<file path="config.mk">
export PLATFORM = sky130hd
export DESIGN_NAME = ground_texel_fetch_flat
export DESIGN_NICKNAME = d
export VERILOG_FILES = /design/src/rtl/ground_texel_fetch_if.sv /design/src/rtl/ground_texel_fetch.sv /design/src/flat_wrapper.sv
export SDC_FILE = /design/constraint.sdc
export NUM_CORES = 1
export LEC_CHECK = 0
export CORE_MARGIN = 3
export CORE_UTILIZATION = 50
export DETAILED_ROUTE_END_ITERATION = 10
export PLACE_DENSITY_LB_ADDON = 0.15
export SLEW_MARGIN = 10
export SYNTH_ARGS = -nofsm -noshare
export SYNTH_HDL_FRONTEND = slang
export SYNTH_SLANG_ARGS = --single-unit
</file>
<file path="constraint.sdc">
create_clock -name clk -period 2.5 [get_ports clk]
set_input_delay 0.625 -clock clk [delete_from_list [all_inputs] [get_ports clk]]
set_output_delay 0.625 -clock clk [all_outputs]
set_load 0.05 [all_outputs]
</file>
<file path="src/rtl/ground_texel_fetch_if.sv">
// Bus bundle for ground_texel_fetch.
//   in_*      : clipped ground sample from the ground-validity stage (in_en/in_ready)
//   map_*     : read port towards the synchronous maze map memory
//   out_*     : shaded texel towards the pixel writer (out_valid/out_ready)
//   drop_cnt  : saturating count of out-of-range samples
// slave  = the texel fetch block itself, master = its environment.
interface ground_texel_fetch_if;
  logic signed [9:0] in_x;
  logic signed [9:0] in_y;
  logic signed [9:0] in_z;
  logic signed [9:0] in_p;
  logic              in_en;
  logic              in_ready;
  logic [6:0]        map_addr;
  logic              map_rd;
  logic [3:0]        map_data;
  logic signed [9:0] out_p;
  logic [11:0]       out_color;
  logic              out_valid;
  logic              out_ready;
  logic [15:0]       drop_cnt;

  modport slave (
    input  in_x, in_y, in_z, in_p, in_en,
    output in_ready,
    output map_addr, map_rd,
    input  map_data,
    output out_p, out_color, out_valid,
    input  out_ready,
    output drop_cnt
  );

  modport master (
    output in_x, in_y, in_z, in_p, in_en,
    input  in_ready,
    input  map_addr, map_rd,
    output map_data,
    input  out_p, out_color, out_valid,
    output out_ready,
    input  drop_cnt
  );
endinterface

</file>
<file path="src/rtl/ground_texel_fetch.sv">
// Ground texel fetch: looks up the maze cell under a ground-plane sample and
// shades it (floor checker / wall base / exit), then queues {p, colour} in a
// small first-word-fall-through FIFO towards the pixel writer.
// Ports:
//   clk    system clock
//   rst_n  asynchronous active-low reset
//   bus    ground_texel_fetch_if.slave (sample in, map read port, texel out,
//          drop counter)
// Pipeline: accept -> map read issued (stage 0) -> map data returns (stage 1)
// -> FIFO write. Upstream is throttled by credits so the FIFO never overflows.
module ground_texel_fetch #(
  parameter int          FIFO_DEPTH = 4,
  parameter logic [11:0] FLOOR_A    = 12'hAAA,
  parameter logic [11:0] FLOOR_B    = 12'h777,
  parameter logic [11:0] WALL_COLOR = 12'h642,
  parameter logic [11:0] EXIT_COLOR = 12'h0F0
) (
  input logic             clk,
  input logic             rst_n,
  ground_texel_fetch_if.slave bus
);

  localparam int PW = (FIFO_DEPTH > 1) ? $clog2(FIFO_DEPTH) : 1;
  localparam int CW = PW + 1;
  localparam int SW = CW + 1;

  // registered state
  logic              up_q, up_d;
  logic              s0_v_q, s0_v_d;
  logic              s0_tx4_q, s0_tx4_d;
  logic              s0_ty4_q, s0_ty4_d;
  logic [9:0]        s0_p_q, s0_p_d;
  logic              s1_v_q, s1_v_d;
  logic              s1_tx4_q, s1_tx4_d;
  logic              s1_ty4_q, s1_ty4_d;
  logic [9:0]        s1_p_q, s1_p_d;
  logic [6:0]        map_addr_q, map_addr_d;
  logic              map_rd_q, map_rd_d;
  logic [PW-1:0]     wr_ptr_q, wr_ptr_d;
  logic [PW-1:0]     rd_ptr_q, rd_ptr_d;
  logic [CW-1:0]     count_q, count_d;
  logic [15:0]       drop_q, drop_d;
  logic [21:0]       fifo_mem_q [FIFO_DEPTH];

  // combinational helpers
  logic              in_range_s;
  logic [SW-1:0]     occ_s;
  logic              in_ready_s;
  logic              accept_ok_s;
  logic              drop_s;
  logic [6:0]        addr_s;
  logic [11:0]       colour_s;
  logic              push_s;
  logic              pop_s;
  logic              out_valid_s;
  logic [21:0]       head_s;
  logic              unused_s;

  // Only bit 4 of each texel offset matters for the checker; the rest and z
  // are deliberately ignored.
  assign unused_s = ^{bus.in_z, bus.in_x[3:0], bus.in_y[3:0]};

  // Input qualification, credit check and map address generation.
  always_comb begin
    in_range_s  = ~bus.in_x[9] && (bus.in_x[8:0] <= 9'd320) &&
                  ~bus.in_y[9] && (bus.in_y[8:0] <= 9'd320);
    // Every sample in the pipeline already owns a FIFO slot.
    occ_s       = SW'(count_q) + SW'(s0_v_q) + SW'(s1_v_q);
    in_ready_s  = up_q && (occ_s < SW'(FIFO_DEPTH));
    accept_ok_s = bus.in_en && in_ready_s && in_range_s;
    drop_s      = bus.in_en && in_ready_s && ~in_range_s;
    // Cells are 32 map units; the map is 11 cells wide, row-major.
    addr_s      = ({3'b000, bus.in_y[8:5]} * 7'd11) + {3'b000, bus.in_x[8:5]};
  end

  // Texel shading from the returned cell type.
  always_comb begin
    case (bus.map_data)
      4'h0:    colour_s = (s1_tx4_q ^ s1_ty4_q) ? FLOOR_A : FLOOR_B;
      4'hF:    colour_s = EXIT_COLOR;
      default: colour_s = WALL_COLOR;
    endcase
  end

  // FIFO handshake terms and head view.
  always_comb begin
    out_valid_s = (count_q != CW'(0));
    push_s      = s1_v_q;
    pop_s       = out_valid_s && bus.out_ready;
    head_s      = fifo_mem_q[rd_ptr_q];
  end

  // Next-state logic for pipeline, map port, FIFO bookkeeping and drop counter.
  always_comb begin
    up_d       = 1'b1;
    s0_v_d     = accept_ok_s;
    map_rd_d   = accept_ok_s;
    s1_v_d     = s0_v_q;
    s1_tx4_d   = s0_tx4_q;
    s1_ty4_d   = s0_ty4_q;
    s1_p_d     = s0_p_q;
    if (accept_ok_s) begin
      map_addr_d = addr_s;
      s0_tx4_d   = bus.in_x[4];
      s0_ty4_d   = bus.in_y[4];
      s0_p_d     = bus.in_p;
    end else begin
      map_addr_d = map_addr_q;
      s0_tx4_d   = s0_tx4_q;
      s0_ty4_d   = s0_ty4_q;
      s0_p_d     = s0_p_q;
    end

    if (drop_s && (drop_q != 16'hFFFF)) begin
      drop_d = drop_q + 16'd1;
    end else begin
      drop_d = drop_q;
    end

    if (push_s) begin
      wr_ptr_d = wr_ptr_q + PW'(1);
    end else begin
      wr_ptr_d = wr_ptr_q;
    end

    if (pop_s) begin
      rd_ptr_d = rd_ptr_q + PW'(1);
    end else begin
      rd_ptr_d = rd_ptr_q;
    end

    case ({push_s, pop_s})
      2'b10:   count_d = count_q + CW'(1);
      2'b01:   count_d = count_q - CW'(1);
      default: count_d = count_q;
    endcase
  end

  // State registers; up_q holds off in_ready until the first clock after reset.
  always_ff @(posedge clk or negedge rst_n) begin
    if (!rst_n) begin
      up_q       <= 1'b0;
      s0_v_q     <= 1'b0;
      s0_tx4_q   <= 1'b0;
      s0_ty4_q   <= 1'b0;
      s0_p_q     <= 10'd0;
      s1_v_q     <= 1'b0;
      s1_tx4_q   <= 1'b0;
      s1_ty4_q   <= 1'b0;
      s1_p_q     <= 10'd0;
      map_addr_q <= 7'd0;
      map_rd_q   <= 1'b0;
      wr_ptr_q   <= PW'(0);
      rd_ptr_q   <= PW'(0);
      count_q    <= CW'(0);
      drop_q     <= 16'd0;
    end else begin
      up_q       <= up_d;
      s0_v_q     <= s0_v_d;
      s0_tx4_q   <= s0_tx4_d;
      s0_ty4_q   <= s0_ty4_d;
      s0_p_q     <= s0_p_d;
      s1_v_q     <= s1_v_d;
      s1_tx4_q   <= s1_tx4_d;
      s1_ty4_q   <= s1_ty4_d;
      s1_p_q     <= s1_p_d;
      map_addr_q <= map_addr_d;
      map_rd_q   <= map_rd_d;
      wr_ptr_q   <= wr_ptr_d;
      rd_ptr_q   <= rd_ptr_d;
      count_q    <= count_d;
      drop_q     <= drop_d;
    end
  end

  // FIFO storage; contents are don't-care while the count says empty.
  always_ff @(posedge clk) begin
    if (push_s) begin
      fifo_mem_q[wr_ptr_q] <= {s1_p_q, colour_s};
    end
  end

  // Head is masked when empty so the outputs read zero after reset.
  assign bus.in_ready  = in_ready_s;
  assign bus.map_addr  = map_addr_q;
  assign bus.map_rd    = map_rd_q;
  assign bus.out_valid = out_valid_s;
  assign bus.out_p     = out_valid_s ? head_s[21:12] : 10'd0;
  assign bus.out_color = out_valid_s ? head_s[11:0]  : 12'd0;
  assign bus.drop_cnt  = drop_q;

endmodule

</file>
<file path="src/flat_wrapper.sv">
// flat-port wrapper written by rule: the top's interface ports become plain ports
module ground_texel_fetch_flat 
#(
  parameter int          FIFO_DEPTH = 4,
  parameter logic [11:0] FLOOR_A    = 12'hAAA,
  parameter logic [11:0] FLOOR_B    = 12'h777,
  parameter logic [11:0] WALL_COLOR = 12'h642,
  parameter logic [11:0] EXIT_COLOR = 12'h0F0
)
  (clk, rst_n, bus_in_x, bus_in_y, bus_in_z, bus_in_p, bus_in_en, bus_in_ready, bus_map_addr, bus_map_rd, bus_map_data, bus_out_p, bus_out_color, bus_out_valid, bus_out_ready, bus_drop_cnt);
  ground_texel_fetch_if bus_i ();
  input logic clk;
  input logic rst_n;
  input wire logic [$bits(bus_i.in_x)-1:0] bus_in_x;
  input wire logic [$bits(bus_i.in_y)-1:0] bus_in_y;
  input wire logic [$bits(bus_i.in_z)-1:0] bus_in_z;
  input wire logic [$bits(bus_i.in_p)-1:0] bus_in_p;
  input wire logic [$bits(bus_i.in_en)-1:0] bus_in_en;
  output wire logic [$bits(bus_i.in_ready)-1:0] bus_in_ready;
  output wire logic [$bits(bus_i.map_addr)-1:0] bus_map_addr;
  output wire logic [$bits(bus_i.map_rd)-1:0] bus_map_rd;
  input wire logic [$bits(bus_i.map_data)-1:0] bus_map_data;
  output wire logic [$bits(bus_i.out_p)-1:0] bus_out_p;
  output wire logic [$bits(bus_i.out_color)-1:0] bus_out_color;
  output wire logic [$bits(bus_i.out_valid)-1:0] bus_out_valid;
  input wire logic [$bits(bus_i.out_ready)-1:0] bus_out_ready;
  output wire logic [$bits(bus_i.drop_cnt)-1:0] bus_drop_cnt;
  assign bus_i.in_x = bus_in_x;
  assign bus_i.in_y = bus_in_y;
  assign bus_i.in_z = bus_in_z;
  assign bus_i.in_p = bus_in_p;
  assign bus_i.in_en = bus_in_en;
  assign bus_in_ready = bus_i.in_ready;
  assign bus_map_addr = bus_i.map_addr;
  assign bus_map_rd = bus_i.map_rd;
  assign bus_i.map_data = bus_map_data;
  assign bus_out_p = bus_i.out_p;
  assign bus_out_color = bus_i.out_color;
  assign bus_out_valid = bus_i.out_valid;
  assign bus_i.out_ready = bus_out_ready;
  assign bus_drop_cnt = bus_i.drop_cnt;
  ground_texel_fetch #(.FIFO_DEPTH(FIFO_DEPTH), .FLOOR_A(FLOOR_A), .FLOOR_B(FLOOR_B), .WALL_COLOR(WALL_COLOR), .EXIT_COLOR(EXIT_COLOR)) u_core (.clk(clk), .rst_n(rst_n), .bus(bus_i));
endmodule
</file>
==> Word-level counts from Yosys, hierarchy flattened <==
Memories as Yosys holds them, arrays and structs flattened.
Index checks and enable logic that the tools add are counted.
{ "word_totals": {"register_bits": 57, "ram_bits": 88, "inputBits": 48, "out_inout_bits": 48, "word_cells": 54, "n_memories": 1} }
{ "classes": {"add_sub_neg": 8, "n_mul": 1, "n_lt_le_gt_ge": 3, "eq_ne": 4, "mux": 7, "bitwise_logic": 4, "n_reduce_logical": 12} }
{ "mem_list": {"columns": ["memory", "depth", "word_bits", "rd", "rd_ports_with_merged_regs", "wr", "line", "source"], "rows": [
  ["u_core.fifo_mem_q", 4, 22, 1, 0, 1, "ground_texel_fetch.sv:43", "logic [21:0] fifo_mem_q [FIFO_DEPTH];"]
]} }
{ "op_table": {"columns": ["operator", "count"], "rows": [
  ["12-bit 2-to-1 mux", 2],
  ["12-bit case mux with 2 select lines", 1],
  ["9-bit less-or-equal comparator (second input constant)", 2],
  ["16-bit by 1-bit adder with 16-bit output (second input constant)", 1],
  ["16-bit inequality test (second input constant)", 1],
  ["10-bit 2-to-1 mux", 1],
  ["1-bit logical AND", 9],
  ["7-bit by 4-bit adder with 7-bit output", 1],
  ["4-bit by 4-bit multiplier with 7-bit output (second input constant)", 1],
  ["3-bit case mux with 2 select lines", 1],
  ["2-bit by 1-bit adder with 2-bit output (second input constant)", 2],
  ["3-bit by 1-bit adder with 4-bit output", 1],
  ["4-bit by 1-bit adder with 4-bit output", 1],
  ["4-bit equality test (second input constant)", 1],
  ["4-bit logical NOT", 1],
  ["4-bit by 3-bit less-than comparator with 1-bit output (second input constant)", 1],
  ["3-bit by 1-bit adder with 3-bit output (second input constant)", 1],
  ["1-bit NOT", 3],
  ["3-bit nonzero test", 1],
  ["3-bit by 1-bit subtractor with 3-bit output (second input constant)", 1],
  ["2-bit by 1-bit equality test with 1-bit output (second input constant)", 1],
  ["2-bit equality test (second input constant)", 1],
  ["1-bit 2-to-1 mux", 2],
  ["2-bit nonzero test", 1],
  ["1-bit XOR", 1]
]} }

==> Logic depth before layout (Yosys ltp) <==
{ "depth": {"ltp_word": 7, "depth_mapped": 11, "ltp_nobuf": 11} }

==> Worst setup path before layout <==
No wires, ideal clock.
{ "synth_path": {"path_type": "input-to-reg", "from": "input bus_in_y[5]", "to": "register u_core.map_addr_q[6] (netlist: u_core.bus.map_addr[6])", "setup_ns": 0.125, "arrival_time_ns": 2.764, "required_ns": 2.375, "slack_ns": -0.390, "stages": 11, "path_buffers": 0, "path_cell_list": "ha_1 ha_1 inv_1 fa_1 inv_1 ha_1 o21ai_0 o21bai_1 a21oi_1 xnor2_1 mux2_4"} }
{ "synth_via": {"elab_chain_len": 3, "elab_cells_between_ends": 5, "cone_classes": "add/sub (1); mul (1); order compare (1); reduce/logical (2)"} }
{ "synth_lines": {"columns": ["element", "line", "source"], "rows": [
  ["from (decl)", "flat_wrapper.sv:15", "input wire logic [$bits(bus_i.in_y)-1:0] bus_in_y;"],
  ["parallel branches: the longest is 3 deep, another holds 4-bit by 4-bit multiplier with 7-bit output", null, null],
  ["to (signal assigned)", "ground_texel_fetch.sv:167", "map_addr_q <= map_addr_d;"],
  ["to (decl)", "ground_texel_fetch.sv:37", "logic [6:0] map_addr_q, map_addr_d;"]
]} }
Parallel ways; which one is timed is not known.
A chain may end at the register's enable or synchronous reset.

==> Final worst setup path <==
{ "layout_path": {"from": "register u_core.rd_ptr_q[0]", "to": "output bus_out_p[4]"} }
{ "layout_via": {"elab_chain_len": 2} }
{ "layout_lines": {"columns": ["element", "line", "source"], "rows": [
  ["from (decl)", "ground_texel_fetch.sv:40", "logic [PW-1:0] rd_ptr_q, rd_ptr_d;"],
  ["from (signal assigned)", "ground_texel_fetch.sv:170", "rd_ptr_q <= rd_ptr_d;"],
  ["memory 4 x 22 bit", null, null],
  ["10-bit 2-to-1 mux", "ground_texel_fetch.sv:188", "assign bus.out_p = out_valid_s ? head_s[21:12] : 10'd0;"],
  ["to (decl)", "flat_wrapper.sv:23", "output wire logic [$bits(bus_i.out_p)-1:0] bus_out_p;"]
]} }
Every way passes these cells.

==> flow_summary.json <==
{
  "gp_congestion": 0.797,
  "synth-seq-cells": 129,
  "crit_arrival_ns": 1.90,
  "seqCellArea_um2": 3590,
  "cts_buffers": 17,
  "via_per_inst": 5.10,
  "core_area_um2": 11000,
  "period_share": 1.01,
  "max_freq_mhz": 397,
  "insertion_delay_ns": 0.40,
  "dr.pass1.iters": 6,
  "period_needed_ns": 2.52,
  "fillCellCount": 726,
  "synth_area_leaders": "edfxtp_1 (38%), dfrtp_1 (25%), mux4_2 (7.1%), ha_1 (5.3%), mux2_4 (4.8%)",
  "powerDensity_nw_per_um2": 1180,
  "n_antenna_cell": 0,
  "cts_buffer_depth": 2,
  "seqPwrFrac": 0.317,
  "power_switching_mw": 3.22,
  "postLayoutSetupSlackWorst_ns": -0.0206,
  "drt_iter0_markers": 110,
  "hold_path.class": "primary input to async pin",
  "hold_ws_ns": 0.348,
  "vdd_ir_drop_max_uv": 1060,
  "avgRoutedWirePerCell_um": 16.7,
  "grt-ovfl-total": 0,
  "drv_cap": 0,
  "final-setup-viol-count": 12,
  "multi_input_area_um2": 1990,
  "cts_hold_buffers": 0,
  "mostFrequentLayoutCells": "edfxtp_1 (72), clkdlybuf4s50_1 (56), dfrtp_1 (56)",
  "fin_area_um2": 7660,
  "grt_pass1_vias": 3572,
  "ys.flop_type": "edfxtp_1",
  "cts_htree_levels": 4,
  "crit_type": "flip-flop to output pin",
  "max_slew_margin": 0.529,
  "seq_area_frac_synth": 0.631,
  "layout-drive-gt1-share": 0.317,
  "rsz0062_at_grt": "yes",
  "grt_pass1_wl_mm": 18.2,
  "syn_area_um2": 5690,
  "required_ns": 1.88,
  "combPwrFrac": 0.415,
  "hold_viol_final": 0,
  "violations": "negative setup slack",
  "fp-row-count": 38,
  "crit_path_end_kind": "output pin",
  "synth_edf_count": 72,
  "power_mw": 9.07,
  "io_buffer_count": 85,
  "intPower_mw": 5.85,
  "syn_area_per_cell_um2": 16.0,
  "drc": 0,
  "cts_sinks": 129,
  "clk_pin_slew_worst_paths_ns": 0.06,
  "netlist_instances": 356,
  "finalNetCount": 558,
  "wl_mm": 10.6,
  "dp_hpwl_mm": 6.67,
  "grtUsageTotal": 0.185,
  "yosysWarnings": 0,
  "cts_root_buf": "clkbuf_16",
  "synth_top_area_share": 0.380,
  "ant_nets": 0,
  "outcome": "complete, but fails checks",
  "skew_ns": 0.00847,
  "placed_cell_area_um2": 6870,
  "initial_core_util": 0.518,
  "yosysTopAreaCell": "edfxtp_1",
  "clockPowerShare": 0.268,
  "die_x_um": 113,
  "leakagePower_nw": 3.16,
  "ios": 96,
  "vias": 3240,
  "grt_max_degree": 58,
  "syn_to_final_growth_pct": 34.8,
  "die_h_um": 113,
  "synth_cell_types": 42,
  "layout_commonest_cell": "edfxtp_1",
  "cts_tree": "done",
  "antenna_found_initial": 0,
  "worstSetupStartpointType": "flip-flop",
  "worstMarginPinSlew_ns": 0.707,
  "die_area_um2": 12700,
  "slew_violations": 0,
  "synth-async-reset-ratio": 0.442,
  "cp_max_fo": 5,
  "switching_share": 0.355,
  "syn_nets": 432
}
## metal layers
metal / up-vias / track usage / part of all wire
met4: 0 / 0.0529 / 0.010
met1: 1593 / 0.236 / 0.44
met2: 79 / 0.311 / 0.51
li1: 1556 / - / -
met5: - / 0 / 0
met3: 12 / 0.0507 / 0.042
## final timing paths
path	depth (start not counted)	from	to	slack [ns]
setup / recovery	4	u_core.rd_ptr_q[0]	bus_out_p[4]	-0.02
hold / removal	2	rst_n	u_core.s0_p_q[6]	0.35
setup reg to reg	7	u_core.push_s	u_core.bus.drop_cnt[12]	0.33
hold reg to reg	0	u_core.s0_p_q[5]	u_core.s1_p_q[5]	0.38
max in group asynchronous	2	rst_n	u_core.rd_ptr_q[0]	1.65
min in group clk	0	u_core.s0_p_q[5]	u_core.s1_p_q[5]	0.38
## critical path: stages, from the launching register on
cell and delay [ns]:
dfrtp_2 0.39, bufbuf_16 0.28, mux4_2 0.50, and2_1 0.18
buf_6 0.15
## cell usage after synthesis (6+ instances only)
cell type,n
edfxtp_1,72
nand4_1,8
dfrtp_1,57
xnor2_1,23
ha_1,24
inv_1,22
nand3_1,11
a21oi_1,8
and2_1,24
mux2_4,18
mux4_2,18
nor2_1,6
and3_1,6
nand2_1,8
## cell type report
cell class                 count  share of cell area
sequential                   129               0.468
tap                          140              0.0229
clock buffer                  18              0.0573
timing repair buffer         122               0.161
inverter                      22              0.0108
multi-input combinational    190               0.259
clock inverter                14              0.0204
## state kept, by name (all words and copies together) (netlist names)
register,flops
u_core.bus.drop_cnt,16
u_core.bus.map_addr,7
u_core.count_q,3
u_core.fifo_mem_q,72
u_core.push_s,1
u_core.rd_ptr_q,2
u_core.s0_p_q,10
u_core.s0_tx4_q,1
u_core.s0_ty4_q,1
u_core.s0_v_q,1
u_core.s1_p_q,10
u_core.s1_tx4_q,1
u_core.s1_ty4_q,1
u_core.up_q,1
u_core.wr_ptr_q,2
## through the flow
step / std cells / utilization / setup slack (ns) / setup TNS [ns]
after floorplan: 356 / - / -0.167 / -0.272
after global placement: 598 / 0.626 / -0.746 / -8.08
after detailed placement: 598 / 0.626 / -0.778 / -8.85
after CTS: 635 / 0.698 / -0.0446 / -0.420
after global routing: 635 / 0.698 / -0.0853 / -1.36
final: 635 / 0.698 / -0.0206 / -0.117
## kinds of logic after synthesis
logic type                 count (synthesis)  share of synthesized area
buffers and inverters                     37                     0.0348
xor gates and xnor gates                  27                     0.0416
DFF                                      129                      0.631
muxes                                     39                      0.124
other                                      1                   0.000660
adders and majority gates                 28                     0.0669
AOI/OAI and AO/OA                         21                     0.0227
and+or+nand+nor                           74                     0.0779
## what timing repair did
action,in CTS,in global routing
setup buffers,3,0
gates resized for setup,42,9
gates cloned,2,0
endpoints found under the setup margin,26,26
pin swaps,7,7
## power by group through the flow
| stage | registers [mW] | clock network (mW) | logic, mW |
|---|---|---|---|
| floorplan | 3.14 | 0 | 2.11 |
| detailed placement | 2.90 | 0 | 3.35 |
| CTS | 2.88 | 2.48 | 3.80 |
| finish | 2.88 | 2.43 | 3.76 |
| global route | 2.93 | 2.60 | 3.98 |
| global placement | 2.89 | 0 | 3.31 |
Power figures use the tool's default switching activity.
